--- src/rtl/dram_arb_pkg.sv ---
// rtl/dram_arb_pkg.sv - shared types for the data-RAM port arbiter
package dram_arb_pkg;

    typedef enum logic {ARB, LOCKED} arb_state_t;

    typedef enum logic {OWN_CPU, OWN_LDR} owner_t;

    typedef struct packed {
        logic   valid;
        owner_t owner;
    } rd_tag_t;

endpackage

--- src/rtl/rd_tag_pipe.sv ---
// rtl/rd_tag_pipe.sv - fixed-depth shift register carrying read ownership tags
module rd_tag_pipe
    import dram_arb_pkg::*;
#(
    parameter int DEPTH = 1
) (
    input  logic    clk,
    input  logic    rst_n,
    input  rd_tag_t tag_in,
    output rd_tag_t tag_out
);

    rd_tag_t stage [DEPTH];

    always_ff @(posedge clk or negedge rst_n) begin
        if (!rst_n) begin
            for (int i = 0; i < DEPTH; i++) begin
                stage[i] <= '0;
            end
        end else begin
            stage[0] <= tag_in;
            for (int i = 1; i < DEPTH; i++) begin
                stage[i] <= stage[i-1];
            end
        end
    end

    assign tag_out = stage[DEPTH-1];

endmodule

--- src/rtl/dram_port_arbiter.sv ---
// rtl/dram_port_arbiter.sv - round-robin arbiter sharing the data-RAM port between CPU and loader
module dram_port_arbiter
    import dram_arb_pkg::*;
#(
    parameter int ADDR_W   = 11,
    parameter int DATA_W   = 32,
    parameter int RD_LAT   = 1,
    parameter int LOCK_MAX = 8
) (
    input  logic              clk,
    input  logic              rst_n,
    input  logic              cpu_req,
    input  logic              cpu_we,
    input  logic [ADDR_W-1:0] cpu_addr,
    input  logic [DATA_W-1:0] cpu_wdata,
    output logic              cpu_gnt,
    output logic              cpu_rvalid,
    output logic [DATA_W-1:0] cpu_rdata,
    input  logic              ldr_req,
    input  logic              ldr_lock,
    input  logic              ldr_we,
    input  logic [ADDR_W-1:0] ldr_addr,
    input  logic [DATA_W-1:0] ldr_wdata,
    output logic              ldr_gnt,
    output logic              ldr_rvalid,
    output logic [DATA_W-1:0] ldr_rdata,
    output logic [ADDR_W-1:0] ram_addr,
    output logic              ram_w_en,
    output logic [DATA_W-1:0] ram_in,
    input  logic [DATA_W-1:0] ram_data
);

    localparam int CNT_W = $clog2(LOCK_MAX + 1);
    localparam logic [CNT_W-1:0] CNT_MAX = CNT_W'(LOCK_MAX);

    arb_state_t        state, state_nx;
    owner_t            rr_ptr, rr_ptr_nx;
    logic [CNT_W-1:0]  lock_cnt, lock_cnt_nx;
    logic              gnt_c, gnt_l;
    logic [ADDR_W-1:0] addr_q;
    logic [DATA_W-1:0] wdata_q, cpu_rdata_q, ldr_rdata_q;
    rd_tag_t           tag_in, tag_out;

    always_ff @(posedge clk or negedge rst_n) begin
        if (!rst_n) begin
            state       <= ARB;
            rr_ptr      <= OWN_CPU;
            lock_cnt    <= '0;
            addr_q      <= '0;
            wdata_q     <= '0;
            cpu_rdata_q <= '0;
            ldr_rdata_q <= '0;
        end else begin
            state       <= state_nx;
            rr_ptr      <= rr_ptr_nx;
            lock_cnt    <= lock_cnt_nx;
            addr_q      <= ram_addr;
            wdata_q     <= ram_in;
            cpu_rdata_q <= cpu_rdata;
            ldr_rdata_q <= ldr_rdata;
        end
    end

    always_comb begin
        state_nx    = state;
        rr_ptr_nx   = rr_ptr;
        lock_cnt_nx = lock_cnt;
        gnt_c       = 1'b0;
        gnt_l       = 1'b0;
        case (state)
            ARB: begin
                if (cpu_req && ldr_req) begin
                    gnt_c     = (rr_ptr == OWN_CPU);
                    gnt_l     = !gnt_c;
                    rr_ptr_nx = gnt_c ? OWN_LDR : OWN_CPU;
                end else begin
                    gnt_c = cpu_req;
                    gnt_l = ldr_req;
                end
                if (gnt_l && ldr_lock) begin
                    state_nx    = LOCKED;
                    lock_cnt_nx = CNT_W'(1);
                end
            end
            LOCKED: begin
                // Starvation break: one CPU slot without releasing the lock.
                if (lock_cnt == CNT_MAX && cpu_req) begin
                    gnt_c       = 1'b1;
                    lock_cnt_nx = '0;
                end else if (!ldr_req) begin
                    state_nx    = ARB;
                    rr_ptr_nx   = OWN_CPU;
                    lock_cnt_nx = '0;
                end else begin
                    gnt_l = 1'b1;
                    if (!cpu_req) begin
                        lock_cnt_nx = '0;
                    end else if (lock_cnt != CNT_MAX) begin
                        lock_cnt_nx = lock_cnt + 1'b1;
                    end
                    if (!ldr_lock) begin
                        state_nx    = ARB;
                        rr_ptr_nx   = OWN_CPU;
                        lock_cnt_nx = '0;
                    end
                end
            end
            default: begin
                state_nx = ARB;
            end
        endcase
    end

    // Grants are forced low while reset is asserted, even if requests are up.
    assign cpu_gnt  = rst_n && gnt_c;
    assign ldr_gnt  = rst_n && gnt_l;
    assign ram_addr = cpu_gnt ? cpu_addr  : (ldr_gnt ? ldr_addr  : addr_q);
    assign ram_in   = cpu_gnt ? cpu_wdata : (ldr_gnt ? ldr_wdata : wdata_q);
    assign ram_w_en = (cpu_gnt && cpu_we) || (ldr_gnt && ldr_we);

    always_comb begin
        tag_in       = '0;
        tag_in.valid = (cpu_gnt && !cpu_we) || (ldr_gnt && !ldr_we);
        tag_in.owner = ldr_gnt ? OWN_LDR : OWN_CPU;
    end

    rd_tag_pipe #(.DEPTH(RD_LAT)) u_rd_tag_pipe (
        .clk    (clk),
        .rst_n  (rst_n),
        .tag_in (tag_in),
        .tag_out(tag_out)
    );

    assign cpu_rvalid = tag_out.valid && (tag_out.owner == OWN_CPU);
    assign ldr_rvalid = tag_out.valid && (tag_out.owner == OWN_LDR);
    assign cpu_rdata  = cpu_rvalid ? ram_data : cpu_rdata_q;
    assign ldr_rdata  = ldr_rvalid ? ram_data : ldr_rdata_q;

endmodule

--- config.mk ---
export PLATFORM = sky130hd
export DESIGN_NAME = dram_port_arbiter
export DESIGN_NICKNAME = d
export VERILOG_FILES = /design/src/rtl/dram_arb_pkg.sv /design/src/rtl/rd_tag_pipe.sv /design/src/rtl/dram_port_arbiter.sv
export SDC_FILE = /design/constraint.sdc
export NUM_CORES = 1
export LEC_CHECK = 0
export BUFFER_PORTS_ARGS = -buffer_cell sky130_fd_sc_hd__buf_2
export CAP_MARGIN = 20
export CORE_MARGIN = 2
export CORE_UTILIZATION = 50
export DETAILED_ROUTE_END_ITERATION = 7
export PLACE_DENSITY = 0.85
export SYNTH_ARGS = -nofsm -noshare
export SYNTH_HDL_FRONTEND = slang
export SYNTH_SLANG_ARGS = --single-unit
--- constraint.sdc ---
create_clock -name clk -period 3.25 [get_ports clk]
set_input_delay 0.1625 -clock clk [delete_from_list [all_inputs] [get_ports clk]]
set_output_delay 0.1625 -clock clk [all_outputs]
set_load 0.02 [all_outputs]
* Yosys cells after proc, flatten, opt, wreduce, memory -nomap -nowiden
Index checks and enable logic that the tools add are counted.
** Word-level totals
- Memories :: 0
- RAM bits :: 0
- Bits in latches :: 0
- Register bits after elaboration :: 115
- Bits in read-only memories :: 0
- Word-level logic and storage cells :: 70
** Operators by class
- Add/subtract/negate cells :: 1
- Shift-type cells :: 0
- Reduce and logical (&&, ||, !) cells :: 17
- Multiply operators :: 0
- Bitwise operators :: 3
- Equality and inequality tests :: 7
- Div/mod/pow operators :: 0
- $lt $le $gt $ge :: 0
- Muxes and demuxes :: 33
** Operators with widths (count)
- 32-bit two-way mux :: 4
- 4-bit two-way mux :: 6
- 11-bit two-way mux :: 2
- 1-bit two-way mux :: 16
- 1-bit logical AND :: 11
- 1-bit one-hot mux with 2 select lines :: 4
- 4-bit one-hot mux with 2 select lines :: 1
- 2-bit inequality test, second input constant :: 3
- 6-bit by 4-bit inequality test with 1-bit output, second input constant :: 1
- 4-bit by 1-bit adder with 4-bit output, second input constant :: 1
- 4-bit equality test, second input constant :: 1
- 4-bit inequality test, second input constant :: 1
- 3-bit inequality test, second input constant :: 1
- 1-bit NOT :: 3
- 3-bit AND reduction :: 1
- 1-bit zero test :: 2
- 1-bit logical OR :: 2
- 2-bit AND reduction :: 1

* Longest topological paths before layout
- Depth in word-level cells :: 7
- Mapped depth :: 8
- Mapped depth without buffers :: 7

* Hierarchy
From an unflattened synthesis, not the netlist that was laid out.
** Unflattened totals
- Cell total of the unflattened synthesis :: 323
- Area, all modules :: 4948.5 µm²
** Modules (own cells, without submodules)
- dram_port_arbiter :: cells an instance 321, sequential area each 2827.7 µm², area each 4898.4 µm², instances 1
- rd_tag_pipe :: cells an instance 2, sequential area each 50.0 µm², area each 50.0 µm², instances 1

* Least setup slack after synthesis
Ideal clock, no wire load.
- Kind :: register -> register
- Start :: reg lock_cnt[0]
- End :: reg wdata_q[22]
- Cell stages (with the launch flop) :: 8
- Period minus slack after synthesis :: 2.386 ns
- Path slack :: 0.864 ns
- Buffers on the path :: 1
- Arrival :: 2.219 ns
- Path through :: dfrtp_1 inv_1 ha_1 and4b_4 a211oi_4 buf_6 mux2_1 mux2_1
** On the way
- Longest elaborated chain between the ends :: 7
- Elaborated cells on any way between the ends :: 10
- Those cells by class :: eq/ne (1); mux (6); reduce/logical (3)
** Ends and longest elaborated chain
- start: declaration :: RTL line dram_port_arbiter.sv:38 : logic [CNT_W-1:0] lock_cnt, lock_cnt_nx;
- start signal: assignment :: RTL line dram_port_arbiter.sv:56 : lock_cnt <= lock_cnt_nx;
- 4-bit equality test (*) :: RTL line dram_port_arbiter.sv:87 : if (lock_cnt == CNT_MAX && cpu_req) begin
- 1-bit logical AND (*) :: RTL line dram_port_arbiter.sv:87
- 1-bit two-way mux :: RTL line dram_port_arbiter.sv:87
- 1-bit one-hot mux with 2 select lines :: RTL line dram_port_arbiter.sv:70 : case (state)
- 1-bit logical AND :: RTL line dram_port_arbiter.sv:116 : assign ldr_gnt = rst_n && gnt_l;
- 32-bit two-way mux :: RTL line dram_port_arbiter.sv:118 : assign ram_in = cpu_gnt ? cpu_wdata : (ldr_gnt ? ldr_wdata : wdata_q);
- 32-bit two-way mux (*) :: RTL line dram_port_arbiter.sv:118
- via ram_in[22] :: RTL line dram_port_arbiter.sv:29 : output logic [DATA_W-1:0] ram_in,
- end signal: assignment :: RTL line dram_port_arbiter.sv:58 : wdata_q <= ram_in;
- end: declaration :: RTL line dram_port_arbiter.sv:41 : logic [DATA_W-1:0] wdata_q, cpu_rdata_q, ldr_rdata_q;
Mark *: on every way through the listed nets, which the timed path passes. The rest lies on a longest branch.
A chain may end at the register's enable or synchronous reset.

* Worst setup path in the final report
- Start :: reg lock_cnt[0]
- End :: out ram_in[22]
** On the way
- Longest elaborated chain between the ends :: 7
- Elaborated cells on any way between the ends :: 10
- Those cells by class :: eq/ne (1); mux (6); reduce/logical (3)
** Ends and longest elaborated chain (RTL line)
- 4-bit equality test (*) :: dram_port_arbiter.sv:87
- 1-bit logical AND (*) :: dram_port_arbiter.sv:87
- 1-bit two-way mux :: dram_port_arbiter.sv:87
- 1-bit one-hot mux with 2 select lines :: dram_port_arbiter.sv:70
- 1-bit logical AND :: dram_port_arbiter.sv:116
- 32-bit two-way mux :: dram_port_arbiter.sv:118
- 32-bit two-way mux (*) :: dram_port_arbiter.sv:118
- end: declaration :: dram_port_arbiter.sv:29
Mark *: on every way between the ends. The rest lies on a longest branch, timed or not.

==> flow_summary.json <==
{
  "fin_skew_ns": 0.00816,
  "grt_start_max_net_pins": 65,
  "cp.arrival_ns": 2.96,
  "path_class": "reg -> out",
  "power.density_mw_per_mm2": 722,
  "cts.htree.levels": 4,
  "cts_tree": "done",
  "min_from": "ldr_wdata[7]",
  "start_util": 0.511,
  "yosys_register_bits": 115,
  "status": "completed",
  "p_comb_frac": 0.360,
  "die-width_um": 103,
  "synth_area_sq_mm": 0.00495,
  "syn_area_per_cell_sq_um": 15.3,
  "post-cts-setup-buffers": 0,
  "clk_latency_ns": 0.52,
  "gp_congestion": 0.858,
  "clk_pin_slew_worst_paths_ns": 0.06,
  "first_global_vias": 4547,
  "clockBufferDepth": 2,
  "wl_mm": 15.2,
  "synth_edf_count": 0,
  "die_y_um": 103,
  "drive_gt1_frac": 0.565,
  "grt-ovfl-total": 0,
  "crit_path_start": "lock_cnt[0]",
  "maxCapViolations": 0,
  "vias_per_cell": 5.01,
  "die_area_sq_mm": 0.0107,
  "p_seq_frac": 0.347,
  "insertedDiodeCount": 0,
  "place_area_sq_mm": 0.00627,
  "ant_nets": 0,
  "critPathMaxFanout": 36,
  "tns_ns": 0,
  "synth_cell_types": 30,
  "place_hpwl_mm": 8.88,
  "synthesis.nets": 450,
  "track_usage": 0.284,
  "final_area_sq_mm": 0.00780,
  "worst_slew_margin_rel": 0.473,
  "synth_top_flop_cell": "dfrtp_1",
  "intPower_mw": 3.74,
  "yosys_warnings": 0,
  "setup_viol": 0,
  "drt_iter0_drc": 85,
  "multi_input_area_sq_mm": 0.00194,
  "ios": 237,
  "antenna_found_initial": 0,
  "fmax_mhz": 321,
  "min_period_ns": 3.12,
  "r2r_start": "lock_cnt[0]",
  "drv_slew": 0,
  "layout_common_cells": "235 x buf_2, 115 x dfrtp_1, 109 x mux2_2",
  "cts_buffers": 17,
  "final_common_cell": "buf_2",
  "dr.pass1.iters": 5,
  "rows": 36,
  "worstMarginPinSlew_ns": 0.790,
  "port_buffers": 236,
  "fin_crit_sh": 0.959,
  "whs_ns": 0.0197,
  "core_region_area_sq_mm": 0.00968,
  "postSynth.asyncResetShare": 1.00,
  "switching_share": 0.335,
  "regArea_sq_mm": 0.00288,
  "grt_pass1_wl_mm": 22.6,
  "drc": 0,
  "rsz0062_at_grt": "false",
  "vias": 4080,
  "cts-root-buf": "clkbuf_8",
  "seq_area_frac_synth": 0.582,
  "power.share.clock": 0.293,
  "area_delta_synth_final_pct": 57.5,
  "wl_per_cell_um": 18.7,
  "netlist_instances": 323,
  "clock-sinks": 115,
  "p_switching_mw": 1.89,
  "hold_viol": 0,
  "ir_worst_vdd_v": 0.000350,
  "fillCellCount": 513,
  "cp-end-kind": "primary output",
  "layout.nets": 796,
  "cp-start-kind": "flop",
  "power.leakage_nw": 3.77,
  "cp.required_ns": 3.09,
  "hold_class": "in -> reg"
}
## critical path, cell delays in order (launching register included)
cell and delay (ns):
dfrtp_1 0.41, inv_1 0.08, ha_1 0.23, and4b_4 0.23, a211oi_4 0.25, buf_6 0.35, mux2_1 0.37, mux2_1 0.33
buf_2 0.17
## power by group through the flow
stage               registers, mW  logic, mW  clock network, mW
floorplan                    1.92       1.22                  0
global placement             1.93       1.75                  0
detailed placement           1.97       1.80                  0
CTS                          1.95       1.98               1.66
global route                 2.00       2.16               1.74
finish                       1.96       2.02               1.65
## layer usage
layer / vias up / part of all wire / global-route usage
met3: 43 / 0.079 / 0.0833
met1: 1989 / 0.38 / 0.309
met5: - / 0 / 0
met4: 0 / 0.032 / 0.133
met2: 199 / 0.51 / 0.509
li1: 1849 / - / -
## synth_stat cells, types with 3 or more instances
master	count	area share
buf_6	4	0.0091
inv_1	9	0.0068
buf_1	3	0.0023
mux2_2	109	0.25
o22ai_1	3	0.0038
nand2_1	4	0.0030
clkbuf_1	4	0.0030
buf_2	5	0.0051
dfrtp_1	115	0.58
mux2_1	41	0.093
a21oi_1	3	0.0030
## cell families (layout without fill, tap and decap cells)
group | Yosys count | in the layout | share of synthesized area
AOI/OAI and AO/OA | 15 | 15 | 0.0248
xor gates and xnor gates | 1 | 1 | 0.00177
muxes | 150 | 150 | 0.341
and+or+nand+nor | 15 | 15 | 0.0192
DFF | 115 | 115 | 0.582
adders and majority gates | 2 | 2 | 0.00506
buffers and inverters | 25 | 383 | 0.0263
## state kept, by name, indices dropped and copies added, names as in the netlist
name and cells:
addr_q 11, cpu_rdata_q 32, ldr_rdata_q 32, lock_cnt 4
rr_ptr 1, state 1, u_rd_tag_pipe.tag_out 2, wdata_q 32
## final timing paths
kind	depth (start not counted)	endpoint	slack, ns
setup / recovery	8	ram_in[22]	0.13
hold / removal	3	wdata_q[7]	0.02
setup reg to reg	8	addr_q[4]	0.28
hold reg to reg	1	cpu_rdata_q[27]	0.49
max in group asynchronous	4	wdata_q[11]	1.58
min in group asynchronous	3	rr_ptr	0.40
## layout make-up
cell class | count | share of cell area
Tap cell | 133 | 0.0213
Timing Repair Buffer | 343 | 0.289
Multi-Input combinational cell | 183 | 0.249
Clock buffer | 20 | 0.0558
Sequential cell | 115 | 0.369
Inverter | 9 | 0.00433
Clock inverter | 11 | 0.0114
## what timing repair did
action,CTS,global route
endpoints found under the setup margin,0,33
resized for setup,0,1
hold buffers,100,0
hold endpoints to repair,161,0
## per-stage QoR
stage | util | worst slack, ns | std cells | power (mW)
after floorplan | - | 0.864 | 323 | 3.14
after global placement | 0.647 | 0.725 | 683 | 3.69
after CTS | 0.805 | 0.0855 | 814 | 5.59
after global routing | 0.805 | 0.0198 | 814 | 5.90
final | 0.805 | 0.132 | 814 | 5.63
after detailed placement | 0.647 | 0.651 | 683 | 3.77
No activity file was read; power rests on OpenSTA's default activity.
